<file path="config.mk">
export PLATFORM = sky130hd
export DESIGN_NAME = exc_sequencer
export DESIGN_NICKNAME = d
export VERILOG_FILES = /design/src/rtl/exc_sequencer.sv
export SDC_FILE = /design/constraint.sdc
export NUM_CORES = 1
export LEC_CHECK = 0
export CAP_MARGIN = 20
export CORE_MARGIN = 2
export CORE_UTILIZATION = 45
export DETAILED_ROUTE_END_ITERATION = 8
export PLACE_DENSITY = 0.82
export SYNTH_ARGS = -nofsm -noshare
export SYNTH_HDL_FRONTEND = slang
export SYNTH_SLANG_ARGS = --single-unit
</file>
<file path="constraint.sdc">
create_clock -name clk -period 3.6 [get_ports clk]
set_clock_uncertainty 0.1 [all_clocks]
set_input_delay 0.36 -clock clk [delete_from_list [all_inputs] [get_ports clk]]
set_output_delay 0.36 -clock clk [all_outputs]
set_load 0.02 [all_outputs]
</file>
<file path="src/rtl/exc_sequencer.sv">
// Exception/interrupt/eret sequencer at the M stage. It drives the CP0 update, the pipeline flush and the fetch redirect.
// Latency: kill_m is combinational. ENTER/RETURN pulses appear one cycle after detection. busy lasts 1+FLUSH_CYCLES cycles.
// Backpressure: requests are sampled only in IDLE. While busy, all requests are ignored; a pending interrupt waits for a valid M instruction.
module exc_sequencer #(
    parameter logic [31:0] HANDLER_ADDR = 32'h0000_4180,
    parameter int          FLUSH_CYCLES = 2,
    parameter int          CNT_W        = 16
) (
    input  logic             clk,
    input  logic             reset,
    input  logic             valid_m,
    input  logic [31:0]      pc_m,
    input  logic             bd_m,
    input  logic [4:0]       exc_code_m,
    input  logic             eret_m,
    input  logic [5:0]       hwint,
    input  logic [5:0]       sr_im,
    input  logic             sr_ie,
    input  logic             sr_exl,
    input  logic [31:0]      epc_in,
    output logic             kill_m,
    output logic             cp0_exl_set,
    output logic [4:0]       cp0_exccode,
    output logic [31:0]      cp0_epc,
    output logic             cp0_bd,
    output logic             cp0_exl_clr,
    output logic             flush,
    output logic             stall_f,
    output logic             redirect,
    output logic [31:0]      redirect_pc,
    output logic             busy,
    output logic [CNT_W-1:0] exc_count
);

    typedef enum logic [1:0] {
        S_IDLE   = 2'd0,
        S_ENTER  = 2'd1,
        S_RETURN = 2'd2,
        S_DRAIN  = 2'd3
    } state_t;

    // DRAIN counts down to zero, so loading FLUSH_CYCLES-1 gives FLUSH_CYCLES drain cycles
    localparam logic [3:0] DRAIN_INIT = 4'(FLUSH_CYCLES - 1);

    state_t      state;
    state_t      state_nxt;
    logic [3:0]  cnt;
    logic [3:0]  cnt_nxt;

    logic        is_idle;
    logic        int_req;
    logic        exc_req;
    logic        ret_req;
    logic        take;
    logic [31:0] epc_calc;

    assign is_idle = (state == S_IDLE);
    assign int_req = valid_m & ~sr_exl & sr_ie & (|(hwint & sr_im));
    assign exc_req = valid_m & ~sr_exl & (exc_code_m != 5'd0);
    assign ret_req = valid_m & sr_exl & eret_m;
    assign take    = is_idle & (int_req | exc_req);
    assign kill_m  = take;

    // A delay-slot instruction restarts at its branch, one word earlier; the address wraps at 32 bits
    assign epc_calc = {pc_m[31:2], 2'b00} - (bd_m ? 32'd4 : 32'd0);

    // Next-state and drain-counter decode
    always_comb begin
        state_nxt = state;
        cnt_nxt   = cnt;
        case (state)
            S_IDLE: begin
                if (take) begin
                    state_nxt = S_ENTER;
                end else if (ret_req) begin
                    state_nxt = S_RETURN;
                end
            end
            S_ENTER, S_RETURN: begin
                state_nxt = S_DRAIN;
                cnt_nxt   = DRAIN_INIT;
            end
            S_DRAIN: begin
                if (cnt == 4'd0) begin
                    state_nxt = S_IDLE;
                end else begin
                    cnt_nxt = cnt - 4'd1;
                end
            end
            default: state_nxt = S_IDLE;
        endcase
    end

    // State register; reset aborts any in-flight sequence
    always_ff @(posedge clk or negedge reset) begin
        if (!reset) begin
            state <= S_IDLE;
            cnt   <= 4'd0;
        end else begin
            state <= state_nxt;
            cnt   <= cnt_nxt;
        end
    end

    // Registered control outputs, decoded from the upcoming state so they align with it
    always_ff @(posedge clk or negedge reset) begin
        if (!reset) begin
            cp0_exl_set <= 1'b0;
            cp0_exl_clr <= 1'b0;
            redirect    <= 1'b0;
            flush       <= 1'b0;
            stall_f     <= 1'b0;
            busy        <= 1'b0;
        end else begin
            cp0_exl_set <= (state_nxt == S_ENTER);
            cp0_exl_clr <= (state_nxt == S_RETURN);
            redirect    <= (state_nxt == S_ENTER) || (state_nxt == S_RETURN);
            flush       <= (state_nxt != S_IDLE);
            stall_f     <= (state_nxt != S_IDLE);
            busy        <= (state_nxt != S_IDLE);
        end
    end

    // CP0 payload and redirect target are captured at detection and hold until the next event
    always_ff @(posedge clk or negedge reset) begin
        if (!reset) begin
            cp0_exccode <= 5'd0;
            cp0_epc     <= 32'd0;
            cp0_bd      <= 1'b0;
            redirect_pc <= 32'd0;
        end else if (take) begin
            cp0_exccode <= int_req ? 5'd0 : exc_code_m;
            cp0_epc     <= epc_calc;
            cp0_bd      <= bd_m;
            redirect_pc <= HANDLER_ADDR;
        end else if (is_idle && ret_req) begin
            redirect_pc <= epc_in;
        end
    end

    // Saturating count of exception/interrupt entries, bumped during ENTER
    always_ff @(posedge clk or negedge reset) begin
        if (!reset) begin
            exc_count <= '0;
        end else if ((state == S_ENTER) && (exc_count != {CNT_W{1'b1}})) begin
            exc_count <= exc_count + CNT_W'(1);
        end
    end

endmodule

</file>
==> impl_metrics.toml <==
[cts]
cts_resized = 0
clockBufferDepth = 2
cts_hold_buf = 0
clk_pin_slew_ns = 0.10
post-cts-setup-buffers = 0
numCtsBuffers = 9
clock_latency_ns = 0.37
clockRootBuffer = "clkbuf_8"
tritoncts = "built"
clock_sinks = 94
cts_max_level = 3

[place]
io_buffers = 176
dpl_cell_area_mm2 = 0.006545
globalplace.congestion = 0.8439
place_hpwl_mm = 9.075

[logic_synthesis]
synth-main-ff-cell = "dfrtp_1"
synth.avg_cell_area_um2 = 9.951
netlist_area_mm2 = 0.004647
ys_seq_elements = 94
synth_simple_gate_area_frac = 0.1984
synth_xor_area_frac = 0.05654
postSynthCellCount = 467
yosys.cell_types.count = 51
muxShareOfSynthArea = 0.04308
synth_edf_count = 0
seq_area_frac_synth = 0.5062
synth_compound_area_frac = 0.1279
synthAdderAreaFrac = 0.02962
yosysWarnings = 0
synthArstFlopShare = 1.000
synth_top_family_by_area = "simple AND/OR/NAND/NOR gates"

[floorplanning]
initial_core_util = 0.4563
die_w_um = 105.6
dieArea_mm2 = 0.01116
coreArea_mm2 = 0.01018
die_h_um = 105.6
placementRows = 37
ios = 181

[critical_path]
slowest_delay_ns = 0.61
endpoint_kind = "output pin"
crit_buf_inv = 4
arrival_ns = 2.64
cpMaxStageDelayCell = "clkdlybuf4s50_1"
path_delay_family = "buffers and inverters"
r2r_setup_slack_ns = 0.82
cp_max_fo = 15
crit_type = "register to output pin"
cp-start-kind = "register"
path_cells = "inv_1, ha_1, nand2_1, a311oi_2, buf_4, nor2_1, inv_2, clkdlybuf4s50_1"
critPathRequiredTime_ns = 3.14

[pwr]
leakagePower_uw = 0.002739
p_per_area_mw_per_mm2 = 738.7
peakVddDrop_v = 0.0003702

[finish]
multi_input_area_mm2 = 0.002136
antenna_cells = 0
fin_nets = 738
area.growth.synth_to_final_pct = 45.53
seq_area_mm2 = 0.002352
fillCellCount = 825
layout-drive-gt1-share = 0.09317
stdcell_area_mm2 = 0.006763

[worst_hold_path]
hold_path.class = "input port to async pin"

[drt]
vias_per_cell = 5.481
totalWireLength_mm = 12.30
dr.pass1.iters = 4
wl_per_cell_um = 15.76
ant_nets = 0
dr.first_iter.drc_count = 164
drc = 0
vias = 4275

[global_route]
grt_max_degree = 78
grt-ovfl-total = 0
grt_pass1_wl_mm = 20.20
grtUsageTotal = 0.2257
antenna_found_initial = 0
grt_pass1_vias = 4250

[timing]
tns_ns = 0
setup_viol = 0
max_slew_margin = 0.3462
hold_viol_final = 0
period_share = 0.8616
slew_violations = 0
rsz0062_at_grt = "false"
worst_pin_slew_ns = 0.9807
max_freq_mhz = 322.4
min_period_ns = 3.102

[status]
status = "finished clean"

[job]
cap_violations = 0
## cells by family (layout without fill, tap and decap cells)
group	after synthesis	in the layout
simple gates	179	179
xor+xnor	30	30
flops	94	94
other cells	1	2
mux	18	18
compound gates	93	93
buf+inv	41	217
fa+ha+maj	11	11
## path summary, 6_finish.rpt
path                            endpoint  startpoint  cells after the start
setup / recovery                  kill_m    state[0]                      8
hold / removal               cp0_exl_clr       reset                      1
setup reg to reg             cp0_epc[14]    state[0]                      9
hold reg to reg                   cnt[0]      cnt[0]                      1
max in group asynchronous  exc_count[15]       reset                      2
min in group clk                  cnt[0]      cnt[0]                      1
## per-layer routing
| metal | track usage | share of wire | up-vias |
|---|---|---|---|
| li1 | - | - | 2031 |
| met1 | 0.2721 | 0.39 | 2056 |
| met2 | 0.3954 | 0.51 | 169 |
| met3 | 0.06122 | 0.081 | 19 |
| met4 | 0.06673 | 0.017 | 0 |
| met5 | 0 | 0 | - |
## worst reg2reg max path: stages (launching register included)
cell and delay [ns]:
dfrtp_1 0.45, inv_1 0.08, ha_1 0.34, nand2_1 0.12
a311oi_2 0.26, buf_4 0.25, nor2_1 0.09, inv_2 0.08
buf_4 0.48, mux2_2 0.43
## layout make-up
cell class	count	share of cell area
clock buffer	9	0.01832
clock inverter	7	0.009806
inverter	14	0.007771
multi-input combinational	333	0.3158
sequential	94	0.3478
tap	136	0.02516
timing repair buffer	187	0.2753
## Yosys cell counts, types with 11 or more instances
cell | instances | area [um2]
inv_1 | 14 | 52.55
a31oi_1 | 18 | 112.6
ha_1 | 11 | 137.6
nor2_1 | 19 | 71.32
nand3_1 | 11 | 55.05
xnor2_1 | 18 | 157.7
nand2_1 | 68 | 255.2
xor2_1 | 12 | 105.1
nor3_1 | 19 | 95.09
mux2_2 | 16 | 180.2
o21ai_0 | 36 | 180.2
clkbuf_1 | 19 | 71.32
dfrtp_1 | 94 | 2352
## per-stage QoR
step / hold slack [ns] / setup slack [ns] / utilization / cells / power [uW]
global route: 0.1136 / 0.3472 / 0.6640 / 780 / 5318
finish: 0.04556 / 0.4984 / 0.6640 / 780 / 4996
floorplan: -0.03559 / 1.073 / - / 468 / 3081
global placement: 0.3851 / 0.6607 / 0.6426 / 763 / 4250
detailed placement: 0.3914 / 0.6011 / 0.6426 / 763 / 4343
CTS: 0.07898 / 0.4750 / 0.6613 / 779 / 5041
## state kept, by name (all words and copies together), names as in the netlist, 2 cells and up
name         count
exc_count       16
redirect_pc     32
cnt              4
cp0_epc         30
state            2
cp0_exccode      5
## cells in the final DEF (no fill, tap or decap), types with 3 or more instances in the layout
cell,n
xnor2_1,18
buf_4,11
clkbuf_8,9
a211oi_1,4
a22oi_1,3
nor2_1,19
clkdlybuf4s50_1,175
nor4_1,6
dfrtp_1,94
nand4_1,7
o21ai_0,36
nand2_1,68
mux2_2,16
nand3_1,11
ha_1,11
and2_1,4
a22o_1,5
a21oi_1,5
nand2b_1,4
inv_1,13
or3_1,7
or4_1,10
and3_1,5
clkinv_4,4
a31oi_1,18
o31ai_1,9
nor3_1,19
xor2_1,12
## report_power, final
part / leakage [uW] / switching [uW] / internal [uW]
Clock: 0.0000978 / 415 / 268
Combinational: 0.00146 / 1280 / 1230
Sequential: 0.00118 / 287 / 1520
Note: power is estimated with default switching activity, not from simulation.
